===== src/rtl/dma_read_engine.sv =====
// DMA read benchmark engine: issues fixed-size read commands over a buffer and
// checks the returned data stream against a counting pattern, reporting counters.
module dma_read_engine (
    input  logic              clk,
    input  logic              rstn,
    output logic              m_axis_dma_read_cmd_valid_o,
    input  logic              m_axis_dma_read_cmd_ready_i,
    output logic [63:0]       m_axis_dma_read_cmd_address_o,
    output logic [31:0]       m_axis_dma_read_cmd_length_o,
    input  logic              s_axis_dma_read_data_valid_i,
    output logic              s_axis_dma_read_data_ready_o,
    input  logic [511:0]      s_axis_dma_read_data_data_i,
    input  logic [63:0]       s_axis_dma_read_data_keep_i,
    input  logic              s_axis_dma_read_data_last_i,
    input  logic [15:0][31:0] control_reg_i,
    output logic [15:0][31:0] status_reg_o
);

    typedef enum logic [1:0] {StIdle, StReadCmd, StJudge} state_e;

    logic [63:0] base_addr_q;
    logic [31:0] dma_length_q;
    logic [31:0] ops_q;
    logic [31:0] once_length_q;
    logic        start_r_q;
    logic        start_rr_q;

    state_e      state_q;
    logic        cmd_valid_q;
    logic [63:0] c_addr_q;
    logic [31:0] op_nums_q;

    logic [31:0] beat_cnt_q;
    logic [31:0] glob_beat_q;
    logic        p1_valid_q;
    logic        p1_data_err_q;
    logic        p1_last_err_q;
    logic        p1_op_done_q;
    logic [31:0] p1_beat_idx_q;

    logic        run_q;
    logic [31:0] th_cnt_q;
    logic [31:0] data_op_nums_q;
    logic [31:0] err_cnt_q;
    logic [31:0] last_err_cnt_q;
    logic [31:0] first_err_beat_q;

    logic        start_evt;
    logic        cmd_fire;
    logic        beat_fire;
    logic [31:0] bpo_m1;
    logic        beat_last;
    logic        data_err;
    logic [63:0] once64;
    logic [63:0] addr_step;
    logic        addr_wrap;
    logic        unused_ctrl;

    assign unused_ctrl = ^{control_reg_i[1:0], control_reg_i[7][31:1], control_reg_i[15:8]};

    assign start_evt = start_r_q & ~start_rr_q;
    assign cmd_fire  = cmd_valid_q & m_axis_dma_read_cmd_ready_i;
    assign beat_fire = s_axis_dma_read_data_valid_i & rstn;
    assign bpo_m1    = (once_length_q >> 6) - 32'd1;
    assign beat_last = (beat_cnt_q == bpo_m1);

    // Next command must fit entirely below base + dma_length, else wrap to base.
    assign once64    = {32'd0, once_length_q};
    assign addr_step = c_addr_q + once64;
    assign addr_wrap = (addr_step + once64) > (base_addr_q + {32'd0, dma_length_q});

    always_comb begin
        data_err = (s_axis_dma_read_data_keep_i != '1);
        for (int j = 0; j < 16; j++) begin
            if (s_axis_dma_read_data_data_i[32*j +: 32] != ((glob_beat_q << 4) + 32'(j))) begin
                data_err = 1'b1;
            end
        end
    end

    assign s_axis_dma_read_data_ready_o  = rstn;
    assign m_axis_dma_read_cmd_valid_o   = cmd_valid_q;
    assign m_axis_dma_read_cmd_address_o = c_addr_q;
    assign m_axis_dma_read_cmd_length_o  = once_length_q;

    always_comb begin
        status_reg_o    = '0;
        status_reg_o[0] = th_cnt_q;
        status_reg_o[1] = data_op_nums_q;
        status_reg_o[2] = err_cnt_q;
        status_reg_o[3] = last_err_cnt_q;
        status_reg_o[4] = first_err_beat_q;
    end

    // Control capture and command FSM.
    always_ff @(posedge clk) begin
        if (!rstn) begin
            base_addr_q   <= '0;
            dma_length_q  <= '0;
            ops_q         <= '0;
            once_length_q <= '0;
            start_r_q     <= 1'b0;
            start_rr_q    <= 1'b0;
            state_q       <= StIdle;
            cmd_valid_q   <= 1'b0;
            c_addr_q      <= '0;
            op_nums_q     <= '0;
        end else begin
            base_addr_q   <= {control_reg_i[3], control_reg_i[2]};
            dma_length_q  <= control_reg_i[4];
            ops_q         <= control_reg_i[5];
            once_length_q <= control_reg_i[6];
            start_r_q     <= control_reg_i[7][0];
            start_rr_q    <= start_r_q;
            if (start_evt) begin
                state_q     <= StReadCmd;
                cmd_valid_q <= 1'b1;
                c_addr_q    <= base_addr_q;
                op_nums_q   <= '0;
            end else begin
                case (state_q)
                    StReadCmd: begin
                        if (cmd_fire) begin
                            state_q     <= StJudge;
                            cmd_valid_q <= 1'b0;
                            op_nums_q   <= op_nums_q + 32'd1;
                            c_addr_q    <= addr_wrap ? base_addr_q : addr_step;
                        end
                    end
                    StJudge: begin
                        if (op_nums_q == ops_q) begin
                            state_q <= StIdle;
                        end else begin
                            state_q     <= StReadCmd;
                            cmd_valid_q <= 1'b1;
                        end
                    end
                    default: begin
                        state_q     <= StIdle;
                        cmd_valid_q <= 1'b0;
                    end
                endcase
            end
        end
    end

    // Data check: stage 1 captures per-beat verdicts, stage 2 updates counters.
    always_ff @(posedge clk) begin
        if (!rstn || start_evt) begin
            beat_cnt_q       <= '0;
            glob_beat_q      <= '0;
            p1_valid_q       <= 1'b0;
            p1_data_err_q    <= 1'b0;
            p1_last_err_q    <= 1'b0;
            p1_op_done_q     <= 1'b0;
            p1_beat_idx_q    <= '0;
            run_q            <= rstn;
            th_cnt_q         <= '0;
            data_op_nums_q   <= '0;
            err_cnt_q        <= '0;
            last_err_cnt_q   <= '0;
            first_err_beat_q <= '1;
        end else begin
            if (beat_fire) begin
                beat_cnt_q  <= beat_last ? 32'd0 : beat_cnt_q + 32'd1;
                glob_beat_q <= glob_beat_q + 32'd1;
            end
            p1_valid_q    <= beat_fire;
            p1_data_err_q <= data_err;
            p1_last_err_q <= s_axis_dma_read_data_last_i != beat_last;
            p1_op_done_q  <= beat_last;
            p1_beat_idx_q <= glob_beat_q;

            if (p1_valid_q) begin
                if (p1_data_err_q && err_cnt_q != '1) begin
                    err_cnt_q <= err_cnt_q + 32'd1;
                end
                if (p1_data_err_q && first_err_beat_q == '1) begin
                    first_err_beat_q <= p1_beat_idx_q;
                end
                if (p1_last_err_q && last_err_cnt_q != '1) begin
                    last_err_cnt_q <= last_err_cnt_q + 32'd1;
                end
                if (p1_op_done_q) begin
                    data_op_nums_q <= data_op_nums_q + 32'd1;
                end
            end

            if (run_q) begin
                if (data_op_nums_q != ops_q) begin
                    th_cnt_q <= th_cnt_q + 32'd1;
                end else begin
                    run_q <= 1'b0;
                end
            end
        end
    end

endmodule

===== config.mk =====
export PLATFORM = sky130hd
export DESIGN_NAME = dma_read_engine
export DESIGN_NICKNAME = d
export VERILOG_FILES = /design/src/rtl/dma_read_engine.sv
export SDC_FILE = /design/constraint.sdc
export NUM_CORES = 2
export LEC_CHECK = 0
export BUFFER_PORTS_ARGS = -buffer_cell sky130_fd_sc_hd__buf_4
export CAP_MARGIN = 30
export CORE_AREA = 3 3 662 664
export DETAILED_ROUTE_END_ITERATION = 6
export DIE_AREA = 0 0 665 667
export PLACE_DENSITY = 0.35
export SYNTH_ARGS = -nofsm -noshare
export SYNTH_HDL_FRONTEND = slang
export SYNTH_SLANG_ARGS = --single-unit

===== constraint.sdc =====
create_clock -name clk -period 15.4 [get_ports clk]
set_input_delay 0.77 -clock clk [delete_from_list [all_inputs] [get_ports clk]]
set_output_delay 0.77 -clock clk [all_outputs]
set_load 0.01 [all_outputs]

==> impl_metrics.env <==
export IMPL_die_height_um=667
export IMPL_switching_share_pct=32.71
export IMPL_arrival_ns=11.99
export IMPL_fin_util_pct=12.09
export IMPL_setup_tns_ns=0
export IMPL_cp_slowest_cell="a21oi_1"
export IMPL_wl_per_cell_um=27.20
export IMPL_p_per_area_mw_per_mm2=81.85
export IMPL_synth_cell_type_count=92
export IMPL_fillers=50330
export IMPL_drv_cap=0
export IMPL_fin_nets=6768
export IMPL_cts_resized=0
export IMPL_layout_commonest_cell="buf_4"
export IMPL_p_leak_nw=20.68
export IMPL_instances_no_fill=11380
export IMPL_finalCriticalPeriod_ns=11.35
export IMPL_fin_skew_ns=0.1172
export IMPL_layout_common_cells="buf_4 (1,101), dfxtp_1 (500), nor2_1 (356), conb_1 (352), nand2_1 (345)"
export IMPL_first_pass_iters=6
export IMPL_status="finished clean"
export IMPL_ant_nets=0
export IMPL_htree_num_levels=3
export IMPL_grt_pass1_vias=35030
export IMPL_slew_headroom_pct=25.10
export IMPL_endpoint_kind="flip-flop"
export IMPL_place_gp_congestion=0.8817
export IMPL_finalMaxSlewViolations=0
export IMPL_antenna_found_initial=234
export IMPL_worst_skew_pair_late_latency_ns=0.83
export IMPL_ys_seq_elements=522
export IMPL_dp_hpwl_um=271000
export IMPL_cts_tree="yes"
export IMPL_total_power_mw=4.290
export IMPL_post_place_cells=11150
export IMPL_clk_pin_slew_ns=0.06
export IMPL_hp_class="in -> reg"
export IMPL_drive_gt1_share_pct=23.82
export IMPL_path_class="reg -> reg"
export IMPL_timing_fmax_mhz=88.09
export IMPL_syn2layout_area_growth_pct=45.54
export IMPL_vdd_drop_max_uv=72.72
export IMPL_synthFlopType="dfxtp_1"
export IMPL_post_cts_buffers=0
export IMPL_gr_total_overflow=0
export IMPL_post_route_period_util_pct=73.71
export IMPL_synth_edf_count=0
export IMPL_netlist_area_mm2=0.03601
export IMPL_ctsHoldBuffers=0
export IMPL_required_ns=16.04
export IMPL_yosys_warnings=0
export IMPL_port_buffers=999
export IMPL_p_clk_share_pct=44.3
export IMPL_rsz0062_at_grt="false"
export IMPL_cts_sinks=522
export IMPL_cts_buffers=82
export IMPL_avgSynthCellArea_um2=7.989
export IMPL_core_rowCount=242
export IMPL_path_max_fanout=49
export IMPL_power_switching_mw=1.403
export IMPL_dieWidth_um=665
export IMPL_synthCells=4508
export IMPL_start_kind="flip-flop"
export IMPL_grt_pass1_wl_um=383600
export IMPL_core_mm2=0.4336
export IMPL_drt_wl_total_um=309500
export IMPL_clk_path_buf_depth=4
export IMPL_critPathMaxStageDelay_ns=0.77
export IMPL_die_area_mm2=0.4436
export IMPL_yosysSeqAreaShare_pct=29.02
export IMPL_num_io_pins=1703
export IMPL_grt_max_degree=109
export IMPL_hold_viol_final=0
export IMPL_remaining_drc_errors=0
export IMPL_cts_root_buf="clkbuf_16"
export IMPL_power_frac_seq_pct=33.9
export IMPL_fin_area_mm2=0.05242
export IMPL_internal_power_mw=2.887
export IMPL_via_per_inst=3.233
export IMPL_vias=36790
export IMPL_start_util_pct=8.306
export IMPL_grt_usage_pct=13.39
export IMPL_place_area_mm2=0.04955
export IMPL_tightest_slew_ns=1.112
export IMPL_setup_viol=0
export IMPL_drt_iter0_markers=2795
export IMPL_async_flop_share_pct=0
export IMPL_p_comb_share_pct=21.8
## synthesized netlist by cell type, types with 6 or more instances
master | n | area, um^2
nor4_1 | 88 | 550.5
o21ai_0 | 182 | 910.9
a31oi_1 | 65 | 406.6
nand2_1 | 348 | 1306
o221ai_1 | 7 | 61.31
a221oi_1 | 16 | 140.1
dfxtp_1 | 522 | 10450
a32oi_1 | 6 | 52.55
a21boi_0 | 6 | 45.04
a2111oi_0 | 8 | 70.07
o221a_2 | 14 | 157.7
a211oi_1 | 12 | 90.09
or2_2 | 9 | 56.30
o21ai_1 | 6 | 30.03
nor2b_1 | 26 | 162.7
a21o_1 | 62 | 465.5
o31ai_1 | 7 | 52.55
a22oi_1 | 10 | 75.07
o21bai_1 | 20 | 150.1
o211ai_1 | 15 | 112.6
o21a_1 | 13 | 97.59
clkbuf_1 | 157 | 589.3
o22ai_1 | 35 | 219.0
nand4b_1 | 6 | 52.55
or3_1 | 87 | 544.3
nor3_1 | 139 | 695.7
buf_2 | 23 | 115.1
nor2_1 | 358 | 1344
nand2b_1 | 15 | 93.84
mux2i_1 | 8 | 80.08
a21oi_1 | 175 | 875.8
buf_1 | 11 | 41.29
and4_1 | 17 | 148.9
ha_1 | 171 | 2140
or4_1 | 28 | 210.2
xnor2_1 | 283 | 2479
and2_1 | 185 | 1157
nand3_1 | 177 | 885.9
inv_1 | 74 | 277.8
and3_1 | 171 | 1070
xor2_1 | 323 | 2829
buf_4 | 360 | 2703
nand4_1 | 162 | 1013
## layer usage
layer | wire length (um) | share of wire [%] | global-route usage [%]
met4 | 7758 | 2.5 | 3.126
met1 | 127000 | 41 | 16.04
met2 | 144800 | 47 | 22.50
met5 | 586 | 0.19 | 0
met3 | 29300 | 9.5 | 5.047
## cell type report
type	instances	area, um^2	area share [%]
Antenna cell	89	222.7	0.4249
Tap cell	5734	7174	13.69
Timing Repair Buffer	1109	8388	16.00
Sequential cell	522	10480	19.99
Multi-Input combinational cell	3711	23260	44.37
Clock buffer	113	2340	4.464
Inverter	75	281.5	0.5371
Clock inverter	28	274.0	0.5228
## worst max-delay path: cells and delay by family (launching register included)
family                     cells  cell delay (ns)
buffers and inverters          2             0.51
and+or+nand+nor               16             4.96
AOI/OAI and AO/OA             11             3.57
DFF                            1             0.55
xor gates and xnor gates       2             0.35
adders and majority gates      3             1.05
## through the flow
step | hold slack (ns) | setup slack (ns)
5_1_grt | 0.06944 | 3.300
3_5_place_dp | 0.4429 | 3.826
6_report | 0.1466 | 4.048
4_1_cts | 0.02990 | 3.699
3_3_place_gp | 0.4419 | 3.944
2_1_floorplan | 0.4343 | 7.816
## power by group through the flow
stage	combinational, mW	sequential (mW)	clock [mW]
floorplan	0.542	1.46	0
global placement	0.947	1.49	0
detailed placement	0.948	1.49	0
CTS	0.954	1.46	2.01
global route	1.04	1.46	2.04
finish	0.935	1.45	1.90
## kinds of logic after synthesis
| family | Yosys count | synth area share, % |
|---|---|---|
| AOI/OAI and AO/OA | 718 | 12.70 |
| xor gates and xnor gates | 606 | 14.74 |
| adders and majority gates | 174 | 6.108 |
| buffers and inverters | 626 | 10.36 |
| DFF | 522 | 29.02 |
| muxes | 9 | 0.2536 |
| other | 1 | 0.01041 |
| and+or+nand+nor | 1852 | 26.82 |
## worst paths after layout
path | from | to | slack (ns) | cells past startpoint
max | m_axis_dma_read_cmd_length_o[4] | m_axis_dma_read_cmd_address_o[31] | 4.05 | 34
min | control_reg_i[118] | base_addr_q[54] | 0.15 | 2
max reg2reg | m_axis_dma_read_cmd_length_o[4] | m_axis_dma_read_cmd_address_o[31] | 4.05 | 34
min reg2reg | p1_beat_idx_q[7] | first_err_beat_q[7] | 0.42 | 2
(Power assumes the default switching activity.)
